### config.mk
export PLATFORM = sky130hd
export DESIGN_NAME = gpio_trigger_conditioner_flat
export DESIGN_NICKNAME = d
export VERILOG_FILES = /design/src/rtl/gpio_trigger_conditioner_pkg.sv /design/src/rtl/gpio_trigger_conditioner_if.sv /design/src/rtl/gpio_trigger_conditioner_filter.sv /design/src/rtl/gpio_trigger_conditioner.sv /design/src/flat_wrapper.sv
export SDC_FILE = /design/constraint.sdc
export NUM_CORES = 1
export LEC_CHECK = 0
export ABC_AREA = 1
export ABC_CLOCK_PERIOD_IN_PS = 1700
export CORE_ASPECT_RATIO = 1.5
export CORE_MARGIN = 2
export CORE_UTILIZATION = 46
export DETAILED_ROUTE_END_ITERATION = 12
export GPL_TIMING_DRIVEN = 1
export PLACE_DENSITY = 0.88
export SKIP_LAST_GASP = 1
export SYNTH_ARGS = -nofsm -noshare
export SYNTH_HDL_FRONTEND = slang
export SYNTH_SLANG_ARGS = --single-unit
### constraint.sdc
create_clock -name clk_i -period 1.7 [get_ports clk_i]
set_input_delay 0.34 -clock clk_i [delete_from_list [all_inputs] [get_ports clk_i]]
set_output_delay 0.34 -clock clk_i [all_outputs]
set_load 0.02 [all_outputs]
### src/rtl/gpio_trigger_conditioner_pkg.sv
// Shared types for the GPIO trigger conditioner: edge-select codes, FSM
// states and the edge-qualification helper used by the top level.
package gpio_trig_pkg;

  typedef enum logic [1:0] {
    EDGE_RISE = 2'b00,
    EDGE_FALL = 2'b01,
    EDGE_BOTH = 2'b10,
    EDGE_NONE = 2'b11
  } edge_sel_e;

  typedef enum logic [1:0] {
    ST_IDLE    = 2'b00,
    ST_ARMED   = 2'b01,
    ST_HOLDOFF = 2'b10
  } state_e;

  // True when the transition prev -> cur matches the selected edge type.
  function automatic logic edge_hit(input logic [1:0] sel, input logic cur, input logic prev);
    logic hit;
    hit = 1'b0;
    case (edge_sel_e'(sel))
      EDGE_RISE: hit = cur & ~prev;
      EDGE_FALL: hit = ~cur & prev;
      EDGE_BOTH: hit = cur ^ prev;
      default:   hit = 1'b0;
    endcase
    return hit;
  endfunction

endpackage

### src/rtl/gpio_trigger_conditioner_if.sv
// Register-bank side of the GPIO trigger conditioner: configuration,
// software trigger and status. master = register bank, slave = conditioner.
interface gpio_trig_ctrl_if #(
  parameter int FILTER_WIDTH  = 8,
  parameter int HOLDOFF_WIDTH = 26,
  parameter int COUNT_WIDTH   = 32
);
  logic                     sw_trig_i;
  logic                     enable_i;
  logic                     single_shot_i;
  logic                     arm_i;
  logic [1:0]               edge_sel_i;
  logic [FILTER_WIDTH-1:0]  filter_cycles_i;
  logic [HOLDOFF_WIDTH-1:0] holdoff_cycles_i;
  logic                     clear_count_i;
  logic                     armed_o;
  logic                     level_o;
  logic [COUNT_WIDTH-1:0]   trig_count_o;

  modport master (
    output sw_trig_i, enable_i, single_shot_i, arm_i, edge_sel_i,
           filter_cycles_i, holdoff_cycles_i, clear_count_i,
    input  armed_o, level_o, trig_count_o
  );

  modport slave (
    input  sw_trig_i, enable_i, single_shot_i, arm_i, edge_sel_i,
           filter_cycles_i, holdoff_cycles_i, clear_count_i,
    output armed_o, level_o, trig_count_o
  );
endinterface

### src/rtl/gpio_trigger_conditioner_filter.sv
// Two-flop synchroniser followed by a stability-counter glitch filter.
// The filtered level only follows the synchronised input once it has
// differed from it for filter_cycles_i + 1 consecutive samples.
module gpio_glitch_filter #(
  parameter int FILTER_WIDTH = 8
) (
  input  logic                    clk_i,
  input  logic                    rst_i,
  input  logic                    gpio_i,
  input  logic [FILTER_WIDTH-1:0] filter_cycles_i,
  output logic                    filt_o
);

  logic                    s1_q, s2_q;
  logic                    filt_q, filt_d;
  logic [FILTER_WIDTH-1:0] cnt_q, cnt_d;

  // Stability counter: >= lets a lowered threshold take effect at once.
  always_comb begin
    // NOTE: defaults first, so no path leaves a variable unassigned and infers a latch.
    filt_d = filt_q;
    cnt_d  = '0;
    if (s2_q != filt_q) begin
      if (cnt_q >= filter_cycles_i) begin
        filt_d = s2_q;
      end else begin
        cnt_d = cnt_q + 1'b1;
      end
    end
  end

  // Synchroniser and filter state; reset discards any partial count.
  always_ff @(posedge clk_i) begin
    // NOTE: non-blocking so every flop samples pre-edge values (s2_q sees the old s1_q).
    if (rst_i) begin
      s1_q   <= 1'b0;
      s2_q   <= 1'b0;
      filt_q <= 1'b0;
      cnt_q  <= '0;
    end else begin
      s1_q   <= gpio_i;
      s2_q   <= s1_q;
      filt_q <= filt_d;
      cnt_q  <= cnt_d;
    end
  end

  // Filtered level out
  always_comb filt_o = filt_q;

endmodule

### src/rtl/gpio_trigger_conditioner.sv
// GPIO trigger conditioner: synchronise + filter the raw GPIO level,
// qualify edges, merge the software trigger, and gate the result through
// an IDLE/ARMED/HOLDOFF controller into a single-cycle trig_o.
// Optional macro GPIO_TRIG_COUNT_EN adds a saturating trigger counter;
// without it trig_count_o is tied to 0 and clear_count_i is ignored.
module gpio_trigger_conditioner
  import gpio_trig_pkg::*;
#(
  parameter int FILTER_WIDTH  = 8,
  parameter int HOLDOFF_WIDTH = 26,
  parameter int COUNT_WIDTH   = 32
) (
  input  logic             clk_i,
  input  logic             rst_i,
  input  logic             gpio_i,
  output logic             trig_o,
  gpio_trig_ctrl_if.slave  ctrl
);

  logic                     filt;
  logic                     filt_prev_q;
  logic                     evt;
  logic                     fire;
  state_e                   state_q, state_d;
  logic [HOLDOFF_WIDTH-1:0] hold_q, hold_d;
  logic                     trig_q, trig_d;

  gpio_glitch_filter #(
    .FILTER_WIDTH (FILTER_WIDTH)
  ) u_filter (
    .clk_i           (clk_i),
    .rst_i           (rst_i),
    .gpio_i          (gpio_i),
    .filter_cycles_i (ctrl.filter_cycles_i),
    .filt_o          (filt)
  );

  // Previous filtered level for edge detection
  always_ff @(posedge clk_i) begin
    if (rst_i) filt_prev_q <= 1'b0;
    else       filt_prev_q <= filt;
  end

  // Event qualification; the trig_q term stops back-to-back pulses when H = 0
  always_comb begin
    evt  = edge_hit(ctrl.edge_sel_i, filt, filt_prev_q) | ctrl.sw_trig_i;
    fire = (state_q == ST_ARMED) && ctrl.enable_i && evt && !trig_q;
  end

  // FSM state register, holdoff counter and trigger flop
  always_ff @(posedge clk_i) begin
    if (rst_i) begin
      state_q <= ST_IDLE;
      hold_q  <= '0;
      trig_q  <= 1'b0;
    end else begin
      state_q <= state_d;
      hold_q  <= hold_d;
      trig_q  <= trig_d;
    end
  end

  // FSM next state; holdoff length is captured at trigger time
  always_comb begin
    state_d = state_q;
    hold_d  = hold_q;
    trig_d  = 1'b0;
    if (!ctrl.enable_i) begin
      state_d = ST_IDLE;
      hold_d  = '0;
    end else begin
      case (state_q)
        ST_IDLE: begin
          // An event coinciding with arm_i is dropped: only ARMED can fire.
          if (!ctrl.single_shot_i || ctrl.arm_i) state_d = ST_ARMED;
        end
        ST_ARMED: begin
          if (fire) begin
            trig_d = 1'b1;
            if (ctrl.holdoff_cycles_i != '0) begin
              state_d = ST_HOLDOFF;
              hold_d  = ctrl.holdoff_cycles_i;
            end else if (ctrl.single_shot_i) begin
              state_d = ST_IDLE;
            end
          end
        end
        ST_HOLDOFF: begin
          hold_d = hold_q - 1'b1;
          if (hold_q <= 1) begin
            hold_d  = '0;
            state_d = ctrl.single_shot_i ? ST_IDLE : ST_ARMED;
          end
        end
        default: begin
          state_d = ST_IDLE;
          hold_d  = '0;
        end
      endcase
    end
  end

  // FSM outputs
  always_comb begin
    trig_o       = trig_q;
    ctrl.armed_o = (state_q == ST_ARMED);
    ctrl.level_o = filt;
  end

`ifdef GPIO_TRIG_COUNT_EN
  logic [COUNT_WIDTH-1:0] count_q, count_d;

  // Saturating trigger counter; clear wins over a simultaneous increment
  always_comb begin
    count_d = count_q;
    if (ctrl.clear_count_i)             count_d = '0;
    else if (trig_d && !(&count_q))     count_d = count_q + 1'b1;
  end

  // Counter register
  always_ff @(posedge clk_i) begin
    if (rst_i) count_q <= '0;
    else       count_q <= count_d;
  end

  assign ctrl.trig_count_o = count_q;
`else
  logic unused_clear;
  assign unused_clear      = ctrl.clear_count_i;
  assign ctrl.trig_count_o = '0;
`endif

endmodule

### src/flat_wrapper.sv
// flat-port wrapper written by rule: the top's interface ports become plain ports
module gpio_trigger_conditioner_flat import gpio_trig_pkg::*;
#(
  parameter int FILTER_WIDTH  = 8,
  parameter int HOLDOFF_WIDTH = 26,
  parameter int COUNT_WIDTH   = 32
)
  (clk_i, rst_i, gpio_i, trig_o, ctrl_sw_trig_i, ctrl_enable_i, ctrl_single_shot_i, ctrl_arm_i, ctrl_edge_sel_i, ctrl_filter_cycles_i, ctrl_holdoff_cycles_i, ctrl_clear_count_i, ctrl_armed_o, ctrl_level_o, ctrl_trig_count_o);
  gpio_trig_ctrl_if #(.FILTER_WIDTH(FILTER_WIDTH), .HOLDOFF_WIDTH(HOLDOFF_WIDTH), .COUNT_WIDTH(COUNT_WIDTH)) ctrl_i ();
  input  logic clk_i;
  input  logic rst_i;
  input  logic gpio_i;
  output logic trig_o;
  input wire logic [$bits(ctrl_i.sw_trig_i)-1:0] ctrl_sw_trig_i;
  input wire logic [$bits(ctrl_i.enable_i)-1:0] ctrl_enable_i;
  input wire logic [$bits(ctrl_i.single_shot_i)-1:0] ctrl_single_shot_i;
  input wire logic [$bits(ctrl_i.arm_i)-1:0] ctrl_arm_i;
  input wire logic [$bits(ctrl_i.edge_sel_i)-1:0] ctrl_edge_sel_i;
  input wire logic [$bits(ctrl_i.filter_cycles_i)-1:0] ctrl_filter_cycles_i;
  input wire logic [$bits(ctrl_i.holdoff_cycles_i)-1:0] ctrl_holdoff_cycles_i;
  input wire logic [$bits(ctrl_i.clear_count_i)-1:0] ctrl_clear_count_i;
  output wire logic [$bits(ctrl_i.armed_o)-1:0] ctrl_armed_o;
  output wire logic [$bits(ctrl_i.level_o)-1:0] ctrl_level_o;
  output wire logic [$bits(ctrl_i.trig_count_o)-1:0] ctrl_trig_count_o;
  assign ctrl_i.sw_trig_i = ctrl_sw_trig_i;
  assign ctrl_i.enable_i = ctrl_enable_i;
  assign ctrl_i.single_shot_i = ctrl_single_shot_i;
  assign ctrl_i.arm_i = ctrl_arm_i;
  assign ctrl_i.edge_sel_i = ctrl_edge_sel_i;
  assign ctrl_i.filter_cycles_i = ctrl_filter_cycles_i;
  assign ctrl_i.holdoff_cycles_i = ctrl_holdoff_cycles_i;
  assign ctrl_i.clear_count_i = ctrl_clear_count_i;
  assign ctrl_armed_o = ctrl_i.armed_o;
  assign ctrl_level_o = ctrl_i.level_o;
  assign ctrl_trig_count_o = ctrl_i.trig_count_o;
  gpio_trigger_conditioner #(.FILTER_WIDTH(FILTER_WIDTH), .HOLDOFF_WIDTH(HOLDOFF_WIDTH), .COUNT_WIDTH(COUNT_WIDTH)) u_core (.clk_i(clk_i), .rst_i(rst_i), .gpio_i(gpio_i), .trig_o(trig_o), .ctrl(ctrl_i));
endmodule
# ---- Yosys cells after proc, flatten, opt, wreduce, memory -nomap -nowiden
# Index checks and enable logic that the tools add are counted.
dict set report word_totals {
  word_cells 60
  register_bits 41
  inputBits 44
}
dict set report classes {
  bitwise 10
  n_reduce_logical 15
  order_cmp 2
  add_sub_neg 2
  n_eq_ne 10
  mux 13
}
# operator count
set ops {}
lappend ops {{$mux W26} 3}
lappend ops {{$pmux W26 S3} 1}
lappend ops {{$le A26 B1 Y1 const B} 1}
lappend ops {{$reduce_bool A26 Y1} 1}
lappend ops {{$sub A26 B1 Y26 const B} 1}
lappend ops {{$mux W2} 5}
lappend ops {{$add A8 B1 Y8 const B} 1}
lappend ops {{$ge A8 B8 Y1} 1}
lappend ops {{$ne A2 B1 Y1 const B} 4}
lappend ops {{$not A1 Y1} 6}
lappend ops {{$pmux W2 S3} 1}
lappend ops {{$reduce_or A3 Y1} 2}
lappend ops {{$eq A2 B1 Y1 const B} 2}
lappend ops {{$eq A2 B2 Y1 const B} 2}
lappend ops {{$logic_not A2 Y1} 2}
lappend ops {{$reduce_and A4 Y1} 1}
lappend ops {{$logic_and A1 B1 Y1} 3}
lappend ops {{$ne A3 B2 Y1 const B} 1}
lappend ops {{$pmux W1 S3} 1}
lappend ops {{$reduce_and A3 Y1} 1}
lappend ops {{$and A1 B1 Y1} 2}
lappend ops {{$logic_not A1 Y1} 2}
lappend ops {{$mux W1} 2}
lappend ops {{$reduce_and A2 Y1} 1}
lappend ops {{5 further kinds} 5}

# ---- Depth between registers and ports, before layout
# Gate-level depths: netlist of run 1.
dict set report depth {
  depth_word 8
  ltp_mapped 12
}

# ---- Modules after synthesis
# A second synthesis of run 1 with hierarchy kept.
dict set report unflattened {
  cells_unflattened 529
  hier_area_um2 3324.4
}
# module seq_area_each_um2 cells_per_inst area_each_um2 n_inst
set by_module_without_submodules {}
lappend by_module_without_submodules {gpio_trigger_conditioner 600.6 440 2643.8 1}
lappend by_module_without_submodules {gpio_glitch_filter 220.2 89 680.7 1}

# ---- Worst setup path before layout of run 1
# OpenSTA, ideal clock, no wires.
dict set report synth_path {
  kind {reg-to-reg}
  from {register u_core.u_filter.filt_q, in the netlist u_core.u_filter.filt_o}
  to {register u_core.hold_q[7]}
  period_less_slack_ps 1917
  stages_incl_launch_ff 13
  arrival_time_ps 1847
  setup_slack_ps -217
  n_path_buf 1
  cell_sequence {dfxtp_1 -> inv_1 -> ha_1 -> nand2_1 -> o21ai_0 -> nor2_1 -> o21ai_2 -> nand2_1 -> nand3_4 -> nor2_8 -> buf_4 -> nand2_1 -> a21oi_2}
}
dict set report synth_via {
  elab_chain_len 8
  word_cells_on_any_way 10
  cone_classes {1 x eq/ne; 1 x mux; 5 x bitwise; 3 x reduce/logical}
}
# item line
set synth_lines {}
lappend synth_lines {{start: declaration} gpio_trigger_conditioner_filter.sv:15} ;# logic filt_q, filt_d;
lappend synth_lines {{start signal: assignment} gpio_trigger_conditioner_filter.sv:43} ;# filt_q <= filt_d;
lappend synth_lines {{$not A1 Y1} gpio_trigger_conditioner_pkg.sv:24} ;# EDGE_FALL: hit = ~cur & prev;
lappend synth_lines {{$and A1 B1 Y1} gpio_trigger_conditioner_pkg.sv:24}
lappend synth_lines {{$pmux W1 S3 (*)} gpio_trigger_conditioner_pkg.sv:22} ;# case (edge_sel_e'(sel))
lappend synth_lines {{$or A1 B1 Y1 (*)} gpio_trigger_conditioner.sv:46} ;# evt = edge_hit(ctrl.edge_sel_i, filt, filt_prev_q) | ctrl.sw_trig_i;
lappend synth_lines {{$logic_and A1 B1 Y1 (*) (2 in series)} gpio_trigger_conditioner.sv:47} ;# fire = (state_q == ST_ARMED) && ctrl.enable_i && evt && !trig_q;
lappend synth_lines {{$ne A2 B1 Y1 (no source line) (*)} --}
lappend synth_lines {{$reduce_and A3 Y1 (no source line) (*)} --}
lappend synth_lines {{end signal: assignment} gpio_trigger_conditioner.sv:58} ;# hold_q <= hold_d;
lappend synth_lines {{end: declaration} gpio_trigger_conditioner.sv:25} ;# logic [HOLDOFF_WIDTH-1:0] hold_q, hold_d;
# Mark *: on every way between the ends. The rest lies on a longest branch, timed or not.
# A chain may end at the register's enable or synchronous reset.

# ---- Final worst setup path of run 1
dict set report layout_path {
  from {register u_core.u_filter.filt_q, in the netlist u_core.u_filter.filt_o}
  to {register u_core.hold_q[6]}
}
# Same word-level chain as after synthesis.

==> results of run 1 <==
registers in the layout, indices dropped and copies added (netlist names):
register	flops
u_core.hold_q	26
u_core.filt_prev_q	1
u_core.state_q	2
u_core.u_filter.s1_q	1
u_core.u_filter.cnt_q	8
u_core.trig_o	1
u_core.u_filter.filt_o	1
u_core.u_filter.s2_q	1
worst paths after layout:
check | to | slack [ns] | cells past startpoint
setup / recovery | u_core.hold_q[6]$_SDFFE_PP0P_ | -0.05 | 12
hold / removal | u_core.u_filter.s2_q$_SDFF_PP0_ | 0.43 | 2
setup reg to reg | u_core.hold_q[6]$_SDFFE_PP0P_ | -0.05 | 12
hold reg to reg | u_core.u_filter.s2_q$_SDFF_PP0_ | 0.43 | 2
what timing repair did:
item / 4_1_cts / 5_1_grt
setup endpoints to repair: 39 / 38
gates cloned: 2 / 0
pin swaps: 23 / 15
resized for setup: 29 / 51
buffers inserted: 9 / 0
hold buffers: 0 / 0
routing by layer:
layer,global-route usage [%],part of all wire (%),routed length (µm),up-vias
met5,0,0,0,-
met4,19.35,6.7,701,0
met3,4.660,5.3,555,58
met2,48.15,53,5612,173
met1,26.13,35,3646,1694
li1,-,-,-,1733
cell families after synthesis:
family | count (synthesis)
fa+ha+maj | 17
xor+xnor | 22
flops | 41
buf+inv | 86
simple gates | 267
other cells | 1
compound gates | 65
stage by stage:
step,cell area [µm²],utilization [%]
after floorplan,3513,-
after global placement,4173,58.51
after detailed placement,4173,58.51
after CTS,4474,62.74
after global routing,4622,64.81
final,4622,64.81
placed cells by master, fill, tap and decap left out, types with 3 or more instances in the layout:
cell | synthesis | final
nand2_1 | 141 | 129
nor2_1 | 69 | 55
buf_4 | 34 | 52
inv_1 | 42 | 34
clkdlybuf4s50_1 | 0 | 34
conb_1 | 1 | 32
dfxtp_1 | 41 | 32
o21ai_2 | 20 | 22
a21oi_1 | 27 | 22
nor2_2 | 10 | 17
nand4_1 | 16 | 16
nand2_2 | 4 | 14
nand3_1 | 14 | 14
xor2_1 | 14 | 14
a21oi_2 | 8 | 12
nor2_4 | 3 | 11
inv_2 | 1 | 8
xnor2_1 | 8 | 8
dfxtp_2 | 0 | 8
ha_1 | 17 | 7
ha_4 | 0 | 7
clkbuf_8 | 0 | 6
dlymetal6s2s_1 | 0 | 6
nand2_4 | 2 | 5
o21ai_0 | 6 | 4
dlygate4sd2_1 | 0 | 4
buf_12 | 1 | 4
buf_6 | 1 | 4
o21bai_1 | 3 | 3
ha_2 | 0 | 3
where the power goes:
part,internal (mW),total (mW),switching [mW]
logic,0.215,0.509,0.294
clock network,0.479,0.837,0.357
registers,0.965,0.970,0.00556
cell type report:
| cell class | count | area [µm²] |
|---|---|---|
| Clock buffer | 7 | 86.33 |
| Clock inverter | 1 | 30.03 |
| Fill cell | 563 | 2510 |
| Inverter | 43 | 163.9 |
| Multi-Input combinational cell | 405 | 2436 |
| Sequential cell | 41 | 834.6 |
| Tap cell | 80 | 100.1 |
| Timing Repair Buffer | 105 | 970.9 |
worst max-delay path, cell delays in order, from the launching register on:
cell     delay [ns]
dfxtp_4        0.38
inv_4          0.04
ha_4           0.20
nand2_2        0.05
o21ai_2        0.05
nor2_2         0.10
o21ai_2        0.08
nand2_1        0.10
nand3_4        0.17
nor2_4         0.19
buf_6          0.16
nand2_4        0.05
a21oi_2        0.12
==> impl_results.md, run 1 <==
- Status: complete, but fails checks
- Failing checks: setup timing
- WP data arrival: 1.98 ns
- Layout cells sized above 1: 30.56%
- Worst hold slack: between 0.4 and 0.5 ns
- Nets@finish: between 600 and 700
- Final hold vios: 0
- Final worst slack: -0.04879 ns
- Post-Syn Area: approximately 3400 µm²
- Die width: approximately 74 µm
- CTS tree: built
- Multiplexer share of the synthesized area: 0%
- CTS sink count: 41
- Fin crit share: 102.9%
- Port Buffer Count: 45
- Starting Density: a little under half
- Post-synthesis sequential area ratio: between 20% and 30%
- Max-Cap Viols: 0
- HP Class: register to register
- Post-route DRC: 0
- I/O pins: between 70 and 80
- Synth Area in Compound Gates: between 10% and 20%
- Pleak: 2.264 nW
- First-pass GRT wire length: between 15 and 20 mm
- Area Growth Syn to Fin: 37.94%
- Routed length per instance: roughly 15 µm
- Most common cell in the netlist: nand2_1
- All-Layer GR Usage: a little over a quarter
- H-tree levels: 2
- Clock Path Buffers: 2
- Core Region: a little over 7000 µm²
- Initial antenna violation count: 0
- Routed wire length: 10.52 mm
- Rows: 38
- GRT overflow: 0
- Vias: 3658
- Pin count of the biggest net entering global routing: 29
- Antenna Cells: 0
- Fin Setup TNS: -0.7307 ns
- Post-Layout Cell Count: between 600 and 700
- Clk_lat worst skew: 0.31 ns
- Xor/xnor share of the synthesized area: roughly 5.8%
- Hold path startpoint: u_core.u_filter.s1_q$_SDFF_PP0_
- Syn avg cell area: 6.715 µm²
- Worst setup EP type: register
- Die area: approximately 8000 µm²
- Pre-CTS setup slack: -0.5264 ns
- Number of global-route vias before repair: about 3700
- Detailed Place HPWL: ~7.5 mm
- Synth Area in Simple Gates: 35.85%
- Root Buffer: clkbuf_8
- Asr flop ratio synth: 0%
- Flops & latches, synth: between 40 and 50
- Main combinational cell family by area after synthesis: simple AND/OR/NAND/NOR gates
- DR pass1 iterations: 6
- Layout Skew: 0.01178 ns
- Vias per cell: around 5.4
- Number of flops mapped to enable cells by yosys: 0
- Top cells by area, synth: dfxtp_1 24%, nand2_1 16%, nor2_1 7.7%, buf_4 7.6%, ha_1 6.3%
- CP required: ~1.9 ns
- Startpoint Class: register
- Yosys top cell by area: dfxtp_1
- Clock transition at path regs: ~0.090 ns
- Post-synth cell types: 32
- Post-Synth Adder-Cell Area: under 10%
- F_max: between 500 and 600 MHz
- CP max FO: 6
- Final worst path period need: 1.749 ns
- Yosys top cell area share: 24.50%
- Crit Path Category: register to register
- Placed insts: 663
- Power Density: approximately 500 nW/µm²
- Final setup viols: 26
- Total CTS buffers: 5
- Critical path origin: u_core.u_filter.filt_o$_SDFFE_PP0P_
- Initial DRC Count: between 200 and 250
- Worst VDD drop: roughly 0.00035 V
- RSZ-0062 raised after global routing: true
- Final slew viol count: 0
- Detail Route Antenna Nets: 0
- Gate Count Post-Synth: roughly 500
- Post-synth top flop: dfxtp_1
- Post-synth top cells: 141 x nand2_1, 69 x nor2_1, 42 x inv_1
- Die H: 108.5 µm
- Synth warn: 0
- Reg-to-reg startpoint: u_core.u_filter.filt_o$_SDFFE_PP0P_
- GPL Wtd Cong: ~1.1
- Pwr Total: approximately 2.3 mW
(Power assumes the default switching activity.)
==> inputs of run 2 (changes only) <==
--- a/config.mk
+++ b/config.mk
@@ -11,7 +11,6 @@
 export CORE_MARGIN = 2
 export CORE_UTILIZATION = 46
 export DETAILED_ROUTE_END_ITERATION = 12
-export GPL_TIMING_DRIVEN = 1
 export PLACE_DENSITY = 0.88
 export SKIP_LAST_GASP = 1
 export SYNTH_ARGS = -nofsm -noshare
==> results of run 2 <==
Same layout as run 1: the final DEF is identical, and so are final timing and power.
==> inputs of run 3 (changes only) <==
--- a/config.mk
+++ b/config.mk
@@ -12,6 +12,7 @@
 export CORE_UTILIZATION = 46
 export DETAILED_ROUTE_END_ITERATION = 12
 export PLACE_DENSITY = 0.88
+export RECOVER_POWER = 50
 export SKIP_LAST_GASP = 1
 export SYNTH_ARGS = -nofsm -noshare
 export SYNTH_HDL_FRONTEND = slang
==> impl_results.md, run 3 (synthesis results as in run 1) <==
- GPL Wtd Cong: around 1.1
- F_max: roughly 570 MHz
- HP Class: register to register
- Post-route DRC: 0
- Critical R2R Capture: u_core.hold_q[6]$_SDFFE_PP0P_
- Nets@finish: about 660
- DR WL met3: about 550 µm
- Worst VDD drop: roughly 0.00035 V
- Final worst path period need: 1.749 ns
- WHS Path Cells: 2
- WP data arrival: about 2.0 ns
- Startpoint Class: input pin
- R2R depth: 12
- Starting Density: 46.98%
- Pleak: between 2 and 2.5 nW
- Clock network power share: roughly 36%
- Critical path origin: ctrl_holdoff_cycles_i[17]
- Port Buffer Count: 45
- Die H: between 100 and 150 µm
- RSZ-0062 raised after global routing: true
- R2r setup slk: -0.05 ns
- Antenna Cells: 0
- Initial antenna violation count: 0
- DR top layer: met4
- Register area: ~830 µm²
- Commonest non-fill, non-tap cell in the layout: nand2_1
- Post-Layout Cell Count: 682
- P_int: about 1.7 mW
- Reg-to-reg startpoint: u_core.u_filter.filt_o$_SDFFE_PP0P_
- Worst hold slack: 0.4272 ns
- Die area: between 7000 and 8000 µm²
- Clock transition at path regs: ~0.090 ns
- WHS Endpoint: u_core.u_filter.s2_q$_SDFF_PP0_
- Power Density: 500.9 nW/µm²
- Multi-input gate area: 2436 µm²
- Number of global-route vias before repair: around 3700
- Rows: 38
- Vias per cell: between 5 and 6
- Sw Share: between 20% and 30%
- Core Region: roughly 7100 µm²
- Logic pwr share: between 20 and 25%
- Pwr Total: ~2.3 mW
- Vias: roughly 3700
- CTS sink count: 41
- Sequential cell fraction of total power: a little over two fifths
- Most flop-heavy register: u_core.hold_q
- Status: complete, but fails checks
- Final core utilization: approximately 65%
- Detail Route Antenna Nets: 0
- Layout cells sized above 1: between 30% and 40%
- Failing checks: setup timing
- Max-Cap Viols: 0
- Final slew viol count: 0
- Largest regs: u_core.hold_q (26), u_core.u_filter.cnt_q (8), u_core.state_q (2)
- Routed length per instance: roughly 15 µm
- Max FFs per register: 26
- All-Layer GR Usage: between 20% and 30%
- Switch Pwr: between 0.6 and 0.7 mW
- DR pass1 iterations: 6
- Detailed Place HPWL: between 7 and 8 mm
- Hold path startpoint: u_core.u_filter.s1_q$_SDFF_PP0_
- H-tree levels: 2
- M1 WL: approximately 3.6 mm
- Total CTS buffers: 5
- # fillers: around 560
- Routed wire length: between 10 and 15 mm
- Worst setup EP type: register
- Placed insts: 663
- CP max FO: 13
- Final hold vios: 0
- Fin crit share: 102.9%
- Initial DRC Count: about 230
- Final setup viols: 26
- Clock Path Buffers: 2
- Met2 WL: 5.610 mm
- Commonest cells after routing, fill and taps aside: 129 x nand2_1, 55 x nor2_1, 51 x buf_4
- CP required: 1.93 ns
- Die width: 73.69 µm
- I/O pins: 79
- Final worst slack: -0.04874 ns
- First-pass GRT wire length: 16.35 mm
- Fin Setup TNS: -0.7260 ns
- Crit Path Category: input pin to register
- Root Buffer: clkbuf_8
- Clk_lat worst skew: 0.31 ns
- Pin count of the biggest net entering global routing: 29
- Area Growth Syn to Fin: 37.83%
- Hold_buf cts: 0
- GRT overflow: 0
- CTS tree: built
- Layout Skew: between 0.01 and 0.015 ns
-- run 3: cell count changes in the layout (fill, tap and decap cells not counted), sizes merged --
cell,change
clkdlybuf4s50,-1
clkbuf,+1
buf,-1
dlygate4sd3,+1
-- run 3: worst max-delay path: stages --
cell and delay, ns:
clkdlybuf4s50_1 0.43, nor2_2 0.13, nand4_1 0.19, nor2_2 0.18, nand3_1 0.12, nand3_4 0.20
buf_12 0.16, nand2_1 0.06, a21oi_1 0.15
-- run 3: worst max-delay path by stage --
stage                                                endpoint  slack (ns)  cells past startpoint
after floorplan                u_core.hold_q[12]$_SDFFE_PP0P_       -0.03                     12
after global placement         u_core.hold_q[12]$_SDFFE_PP0P_       -0.46                      9
after detailed placement  u_core.u_filter.cnt_q[1]$_SDFF_PP0_       -0.53                      9
after CTS                      u_core.hold_q[22]$_SDFFE_PP0P_       -0.08                     11
after global routing           u_core.hold_q[21]$_SDFFE_PP0P_       -0.16                     12
final                           u_core.hold_q[2]$_SDFFE_PP0P_       -0.05                      9
-- run 3: routing by layer --
layer | GRT usage (%) | vias to the layer above
met5 | 0 | -
met4 | 19.35 | 0
met3 | 4.660 | 58
met2 | 48.15 | 170
met1 | 26.13 | 1691
li1 | - | 1733
-- run 3: what timing repair did --
action                                  in CTS  in global routing
cloned                                       2                  0
pin swaps                                   23                 15
endpoints found under the setup margin      39                 38
endpoints found under the hold margin        0                  0
resized for setup                           29                 51
buffers inserted                             9                  0
-- run 3: metrics by stage --
| stage | instance area [µm²] | worst slack, ns |
|---|---|---|
| 2_1_floorplan | 3513 | -0.03273 |
| 3_3_place_gp | 4173 | -0.4608 |
| 3_5_place_dp | 4173 | -0.5264 |
| 4_1_cts | 4474 | -0.07680 |
| 5_1_grt | 4618 | -0.1647 |
| 6_report | 4618 | -0.04874 |
-- run 3: area by class of cell --
type / count / share of cell area (%)
multi-input cells: 405 / 52.75
inverters: 43 / 3.549
flip-flops and latches: 41 / 18.07
repair buffers: 105 / 20.94
clock buffers: 7 / 1.869
clock inverters: 1 / 0.6502
well taps: 80 / 2.167
-- run 3: power by group through the flow --
stage / sequential, mW / combinational (mW) / clock (mW)
after detailed placement: 0.992 / 0.458 / 0
after global routing: 0.971 / 0.548 / 0.879
after global placement: 0.992 / 0.443 / 0
after CTS: 0.970 / 0.484 / 0.842
after floorplan: 0.993 / 0.294 / 0
final: 0.970 / 0.507 / 0.836
